$ cat config.mk
export PLATFORM = sky130hd
export DESIGN_NAME = count_req_queue
export DESIGN_NICKNAME = d
export VERILOG_FILES = /design/src/rtl/count_req_queue_pkg.sv /design/src/rtl/sync_fifo_1b.sv /design/src/rtl/count_req_queue.sv
export SDC_FILE = /design/constraint.sdc
export NUM_CORES = 1
export LEC_CHECK = 0
export ABC_AREA = 1
export CELL_PAD_IN_SITES_DETAIL_PLACEMENT = 1
export CELL_PAD_IN_SITES_GLOBAL_PLACEMENT = 2
export CORE_MARGIN = 2
export CORE_UTILIZATION = 33
export DETAILED_ROUTE_END_ITERATION = 7
export DONT_BUFFER_PORTS = 1
export PLACE_DENSITY = 0.78
export SYNTH_ARGS = -nofsm -noshare
export SYNTH_HDL_FRONTEND = slang
export SYNTH_SLANG_ARGS = --single-unit
$ cat constraint.sdc
create_clock -name Clk -period 1.93 [get_ports Clk]
set_clock_uncertainty 0.05 [all_clocks]
set_input_delay 0.193 -clock Clk [delete_from_list [all_inputs] [get_ports Clk]]
set_output_delay 0.193 -clock Clk [all_outputs]
set_load 0.02 [all_outputs]
$ cat src/rtl/count_req_queue_pkg.sv
// count_req_queue_pkg: shared constants, issue-FSM state type and sizing helper
// for the count request queue.
package count_req_queue_pkg;

    // Counter register selects carried by each request.
    localparam logic SLT_REG0 = 1'b0;
    localparam logic SLT_REG1 = 1'b1;

    // Issue FSM: IDLE may issue a pulse, GAP enforces idle cycles after one.
    typedef enum logic {
        S_IDLE = 1'b0,
        S_GAP  = 1'b1
    } issue_state_t;

    // Occupancy needs to represent 0..depth inclusive.
    function automatic int level_w(input int depth);
        return $clog2(depth) + 1;
    endfunction

endpackage

$ cat src/rtl/sync_fifo_1b.sv
// sync_fifo_1b: 1-bit-wide synchronous FIFO with registered occupancy.
// The caller guarantees push only when !full and pop only when !empty.
module sync_fifo_1b
    import count_req_queue_pkg::*;
#(
    parameter int DEPTH = 8
) (
    input  logic                      Clk,
    input  logic                      Reset,
    input  logic                      push,
    input  logic                      push_data,
    input  logic                      pop,
    output logic                      pop_data,
    output logic [level_w(DEPTH)-1:0] level,
    output logic                      empty,
    output logic                      full
);

    localparam int PTR_W = $clog2(DEPTH);
    localparam int LVL_W = level_w(DEPTH);

    logic [DEPTH-1:0] mem;
    logic [PTR_W-1:0] wr_ptr;
    logic [PTR_W-1:0] rd_ptr;

    // Storage write; payload bits need no reset, the pointers qualify them.
    always_ff @(posedge Clk) begin
        if (push) begin
            mem[wr_ptr] <= push_data;
        end
    end

    // Pointers wrap naturally at DEPTH (power of two); level tracks push/pop.
    always_ff @(posedge Clk) begin
        if (Reset) begin
            wr_ptr <= '0;
            rd_ptr <= '0;
            level  <= '0;
        end else begin
            if (push) begin
                wr_ptr <= wr_ptr + 1'b1;
            end
            if (pop) begin
                rd_ptr <= rd_ptr + 1'b1;
            end
            case ({push, pop})
                2'b10:   level <= level + 1'b1;
                2'b01:   level <= level - 1'b1;
                default: level <= level;
            endcase
        end
    end

    assign pop_data = mem[rd_ptr];
    assign empty    = (level == '0);
    assign full     = (level == LVL_W'(DEPTH));

endmodule

$ cat src/rtl/count_req_queue.sv
// count_req_queue: buffers 1-bit count requests and replays them as
// single-cycle En/Slt pulses with at least GAP idle cycles between pulses.
// Optional macro COUNT_REQ_QUEUE_DROP_CNT_EN adds Drop_Cnt, a saturating
// count of requests offered while the queue was full.
module count_req_queue
    import count_req_queue_pkg::*;
#(
    parameter int DEPTH = 8,
    parameter int GAP   = 0
) (
    input  logic                      Clk,
    input  logic                      Reset,
    input  logic                      In_Valid,
    input  logic                      In_Slt,
    output logic                      In_Ready,
    input  logic                      Hold,
    output logic                      En,
    output logic                      Slt,
    output logic [level_w(DEPTH)-1:0] Level,
    output logic                      Empty,
    output logic                      Full
`ifdef COUNT_REQ_QUEUE_DROP_CNT_EN
    ,
    output logic [15:0]               Drop_Cnt
`endif
);

    localparam int CNT_W = (GAP > 1) ? $clog2(GAP + 1) : 1;

    issue_state_t     state;
    issue_state_t     state_nxt;
    logic [CNT_W-1:0] gap_cnt;
    logic [CNT_W-1:0] gap_cnt_nxt;
    logic             issue;
    logic             push;
    logic             head;

    // No full-bypass: a push is refused while full even if a pop coincides.
    assign In_Ready = !Full;
    assign push     = In_Valid && In_Ready;

    sync_fifo_1b #(
        .DEPTH(DEPTH)
    ) u_fifo (
        .Clk      (Clk),
        .Reset    (Reset),
        .push     (push),
        .push_data(In_Slt),
        .pop      (issue),
        .pop_data (head),
        .level    (Level),
        .empty    (Empty),
        .full     (Full)
    );

    // Issue decision: pop the head when idle, non-empty and not held; then
    // sit out GAP cycles, which Hold neither extends nor aborts.
    always_comb begin
        state_nxt   = state;
        gap_cnt_nxt = gap_cnt;
        issue       = 1'b0;
        case (state)
            S_IDLE: begin
                if (!Empty && !Hold) begin
                    issue = 1'b1;
                    if (GAP > 0) begin
                        state_nxt   = S_GAP;
                        gap_cnt_nxt = CNT_W'(GAP);
                    end
                end
            end
            S_GAP: begin
                if (gap_cnt <= CNT_W'(1)) begin
                    state_nxt   = S_IDLE;
                    gap_cnt_nxt = '0;
                end else begin
                    gap_cnt_nxt = gap_cnt - 1'b1;
                end
            end
            default: begin
                state_nxt   = S_IDLE;
                gap_cnt_nxt = '0;
            end
        endcase
    end

    // FSM state and gap counter registers.
    always_ff @(posedge Clk) begin
        if (Reset) begin
            state   <= S_IDLE;
            gap_cnt <= '0;
        end else begin
            state   <= state_nxt;
            gap_cnt <= gap_cnt_nxt;
        end
    end

    // Registered pulse to the counter; Slt keeps its last value between pulses.
    always_ff @(posedge Clk) begin
        if (Reset) begin
            En  <= 1'b0;
            Slt <= SLT_REG0;
        end else begin
            En <= issue;
            if (issue) begin
                Slt <= head;
            end
        end
    end

`ifdef COUNT_REQ_QUEUE_DROP_CNT_EN
    // Count refused offers, holding at all-ones rather than wrapping.
    always_ff @(posedge Clk) begin
        if (Reset) begin
            Drop_Cnt <= '0;
        end else if (In_Valid && Full && (Drop_Cnt != 16'hFFFF)) begin
            Drop_Cnt <= Drop_Cnt + 16'd1;
        end
    end
`endif

endmodule

==> results_tabular.tex <==
\begin{tabular}{lr}
\hline
Metric & Value \\
\hline
\multicolumn{2}{l}{\textbf{Global route}} \\
\quad GRT Resource Usage Total & 15.20\% \\
\quad Number of global-route vias before repair & 842 \\
\quad Maximum number of pins on one net before global-route repair & 13 \\
\quad Initial antenna violation count & 0 \\
\quad Residual overflow from global routing & 0 \\
\quad Wire length of the first global-routing pass & 4.008 mm \\
\multicolumn{2}{l}{\textbf{Layout}} \\
\quad Footprint of the flip-flops and latches & 485.5 um\^{}2 \\
\quad Total number of nets in the final design & 159 \\
\quad Fin cells & 191 \\
\quad Combined area of the multi-input logic cells & roughly 550 um\^{}2 \\
\quad Fraction of layout instances using a drive strength above 1 & 31.97\% \\
\quad Layout overhead on the synthesized area & 27.74\% \\
\quad Number of diodes added for antenna fixing & 0 \\
\quad Fill cell count & 370 \\
\multicolumn{2}{l}{\textbf{Setup path}} \\
\quad Reg-to-Reg Start & u\_fifo.level[0]\$\_SDFFE\_PP0P\_ \\
\quad Slowest cell delay on critical path & about 360 ps \\
\quad Worst setup endpoint & u\_fifo.level[3]\$\_SDFFE\_PP0P\_ \\
\quad Max stage delay cell, worst path & dfxtp\_2 \\
\quad Cell Chain, Critical Path & nor2\_4 -> nand3\_2 -> nand2\_4 -> inv\_4 -> ha\_4 -> ha\_4 -> or2\_4 -> nand2\_2 -> nand3\_2 -> nand2\_1 -> nand2\_1 -> a21oi\_2 \\
\quad Delay-heaviest family, CP & simple AND/OR/NAND/NOR gates \\
\quad Worst R2R End & u\_fifo.level[3]\$\_SDFFE\_PP0P\_ \\
\quad Critical path data required time & 2120 ps \\
\quad Critical Path Fanout Max & 3 \\
\quad Stages on worst setup path & 12 \\
\quad Crit path from & u\_fifo.level[0]\$\_SDFFE\_PP0P\_ \\
\quad Buffering stage count on the worst path with inverters included & 1 \\
\quad Worst Path Class, Setup & reg2reg \\
\quad Arrival time reported for the critical path endpoint & 2060 ps \\
\quad Critical path startpoint category & register \\
\quad Type of destination of the critical path & register \\
\quad Worst-case reg-to-reg path depth & 12 \\
\quad Worst R2R Setup Slack & a little over 60 ps \\
\multicolumn{2}{l}{\textbf{Placed design}} \\
\quad DPL Wire Length & 1.914 mm \\
\quad Placed instance count & 180 \\
\quad Post-placement setup slack & -25.81 ps \\
\quad Input/output buffers & 0 \\
\quad Final weighted congestion in routability-driven placement & 0.8419 \\
\multicolumn{2}{l}{\textbf{Floorplanning}} \\
\quad Overall die area & 3725 um\^{}2 \\
\quad Die outline height & 61.04 um \\
\quad Die Wd & just over 60 um \\
\quad Core Area & 3078 um\^{}2 \\
\quad Effective utilization at floorplan & about a third \\
\quad Row count & 20 \\
\quad Number of primary I/O pins & 14 \\
\multicolumn{2}{l}{\textbf{Synth}} \\
\quad Library cell with the largest summed area after synthesis & dfxtp\_1 \\
\quad Proportion of netlist area held by the largest area contributor & around 22\% \\
\quad Most frequently used cell type in the post-synthesis netlist & nand2\_1 \\
\quad Register bit count reported by yosys & 20 \\
\quad Mapped Area & 1074 um\^{}2 \\
\quad Fraction of the yosys area taken by sequential cells & 44.76\% \\
\quad Syn. warnings & 0 \\
\quad Async set-reset flop share out of synthesis & 0\% \\
\quad Ranking of synthesized cells by area & dfxtp\_1 22\%, edfxtp\_1 22\%, nand2\_1 10\% \\
\quad Average size of a mapped cell & between 8 and 9 um\^{}2 \\
\quad Most frequent cells after synthesis & 29 x nand2\_1, 24 x inv\_1, 14 x nor2\_1 \\
\quad Post-synthesis cell count & between 100 and 150 \\
\quad Netlist cell types & 24 \\
\quad Synth Net Count & $\sim$140 \\
\quad Number of synthesized flops with an enable pin & 8 \\
\quad Dominant synthesized flop cell & dfxtp\_1 \\
\multicolumn{2}{l}{\textbf{Route}} \\
\quad Via count of the routed design & 850 \\
\quad Drc violations & 0 \\
\quad Detailed Routing Iterations Pass 1 & 3 \\
\quad Routed len/inst & roughly 13 um \\
\quad Vias/cell & 4.450 \\
\quad Post-detailed-route count of antenna-violating nets & 0 \\
\quad First-iteration detailed-routing DRC count & 11 \\
\quad Total wire length after detailed routing & 2.483 mm \\
\multicolumn{2}{l}{\textbf{Power}} \\
\quad Power density over cell area & 1496 nW/um\^{}2 \\
\quad Gate power share & 53.0\% \\
\quad Proportion of power drawn by the clock network & 16.7\% \\
\quad Cell Int Power & 1.220 mW \\
\quad Leak pwr & approximately 0.59 nW \\
\quad Worst vdd rail ir drop & 0.5579 mV \\
\quad Sequential share of power & 30.3\% \\
\quad Proportion of total power due to net switching & 40.54\% \\
\quad Post-layout total power & 2.051 mW \\
\quad Switching power total & roughly 0.83 mW \\
\multicolumn{2}{l}{\textbf{Timing}} \\
\quad Post-route worst setup slack & 60.92 ps \\
\quad Peak Freq & 0.5350 GHz \\
\quad Count of final max-slew check failures & 0 \\
\quad Setup violations, final & 0 \\
\quad Tmin final & between 1500 and 2000 ps \\
\quad Transition time of the tightest slew-check pin & 621.2 ps \\
\quad Setup repair after global routing missed its margin & true \\
\quad Final hold violations & 0 \\
\quad Worst relative slew slack & 58.45\% \\
\quad Worst hold slack after final layout & 34.85 ps \\
\quad Fraction of the cycle the final worst path needs & 96.84\% \\
\multicolumn{2}{l}{\textbf{Clocking}} \\
\quad Clock latency on the worst-skew pair & 300 ps \\
\quad Sinks on the clock net & 20 \\
\quad Clock transition at the registers of the reported paths & 120 ps \\
\quad Maximum number of buffers from clock root to sink & 2 \\
\quad H-tree Lvls & 1 \\
\quad CTS tree & done \\
\quad Number of buffers inserted during clock tree synthesis & 3 \\
\quad Root buffer selected by CTS & clkbuf\_4 \\
\multicolumn{2}{l}{\textbf{Outcome}} \\
\quad Outcome & finished clean \\
\multicolumn{2}{l}{\textbf{Worst hold path}} \\
\quad Worst hold path type & in2reg \\
\multicolumn{2}{l}{\textbf{Job}} \\
\quad Maximum Capacitance Violations & 0 \\
\hline
\end{tabular}
-- flip-flops by register name, summed over array words and instances, names as in the netlist --
signal,flops
En,1
Slt,1
u_fifo.mem,8
u_fifo.level,4
u_fifo.rd_ptr,3
u_fifo.wr_ptr,3
-- area by class of cell --
type | count | share of cell area, %
sequential | 20 | 35.40
timing repair buffer | 16 | 9.398
clock buffer | 3 | 1.642
multi-input combinational | 81 | 40.05
clock inverter | 1 | 2.190
inverter | 26 | 7.299
tap | 44 | 4.015
-- logic make-up (layout without fill, tap and decap cells) --
logic type / Yosys count / after routing / synth area share, %
adders and majority gates: 6 / 6 / 7.692
AOI/OAI and AO/OA: 12 / 12 / 7.925
xor gates and xnor gates: 1 / 1 / 0.8160
and+or+nand+nor: 62 / 62 / 29.25
DFF: 20 / 20 / 44.76
buffers and inverters: 27 / 46 / 9.557
-- per-stage QoR --
step,cell area (um^2),TNS [ps],utilization [%]
after floorplan,1077,-2.703,-
after global placement,1195,0,38.82
after detailed placement,1195,-40.87,38.82
after CTS,1289,0,41.87
after global routing,1371,-51.88,44.55
final,1371,0,44.55
-- worst min path at each step --
stage / startpoint / endpoint / slack [ps] / cells past startpoint
2_1_floorplan: Reset / u_fifo.level[1]$_SDFFE_PP0P_ / 210 / 1
3_3_place_gp: Reset / Slt$_SDFFE_PP0P_ / 210 / 1
3_5_place_dp: Reset / u_fifo.rd_ptr[0]$_SDFFE_PP0P_ / 210 / 1
4_1_cts: In_Valid / u_fifo.wr_ptr[1]$_SDFFE_PP0P_ / 30 / 2
5_1_grt: In_Valid / u_fifo.wr_ptr[1]$_SDFFE_PP0P_ / 20 / 2
6_report: In_Valid / u_fifo.wr_ptr[1]$_SDFFE_PP0P_ / 30 / 2
-- timing repair --
| action | 4_1_cts | 5_1_grt |
|---|---|---|
| gates cloned | 0 | 0 |
| endpoints found under the hold margin | 20 | 0 |
| endpoints found under the setup margin | 2 | 2 |
| resized for setup | 4 | 12 |
| buffers inserted | 1 | 4 |
| pin swaps | 2 | 10 |
| hold buffers | 2 | 0 |
-- cell usage in the layout (no fill, tap or decap), types with 2 or more instances in the layout --
cell,count
inv_2,2
nand2_4,2
edfxtp_1,8
nor3b_2,2
nand2_2,3
dfxtp_2,4
inv_1,23
a21oi_2,3
nand3_1,7
buf_4,13
a211oi_2,2
dlygate4sd3_1,2
ha_1,2
ha_4,3
a21oi_1,3
nand3_2,3
clkbuf_4,3
nand2_1,26
nor2_1,13
nor3_1,2
o21ai_1,3
dfxtp_1,8
-- layer usage --
layer	up-vias	share of wire (%)	global-route usage (%)
met5	-	0	0
met2	11	50	25.38
li1	443	-	-
met1	392	46	19.00
met4	0	1.7	4.658
met3	4	2.0	4.412
-- power by group through the flow --
stage | combinational, mW | clock, mW | sequential (mW)
after floorplan | 0.536 | 0 | 0.668
after global placement | 0.807 | 0 | 0.624
after detailed placement | 0.838 | 0 | 0.630
after CTS | 0.910 | 0.350 | 0.625
after global routing | 1.21 | 0.376 | 0.636
final | 1.09 | 0.343 | 0.621
No activity file was read; power rests on OpenSTA's default activity.
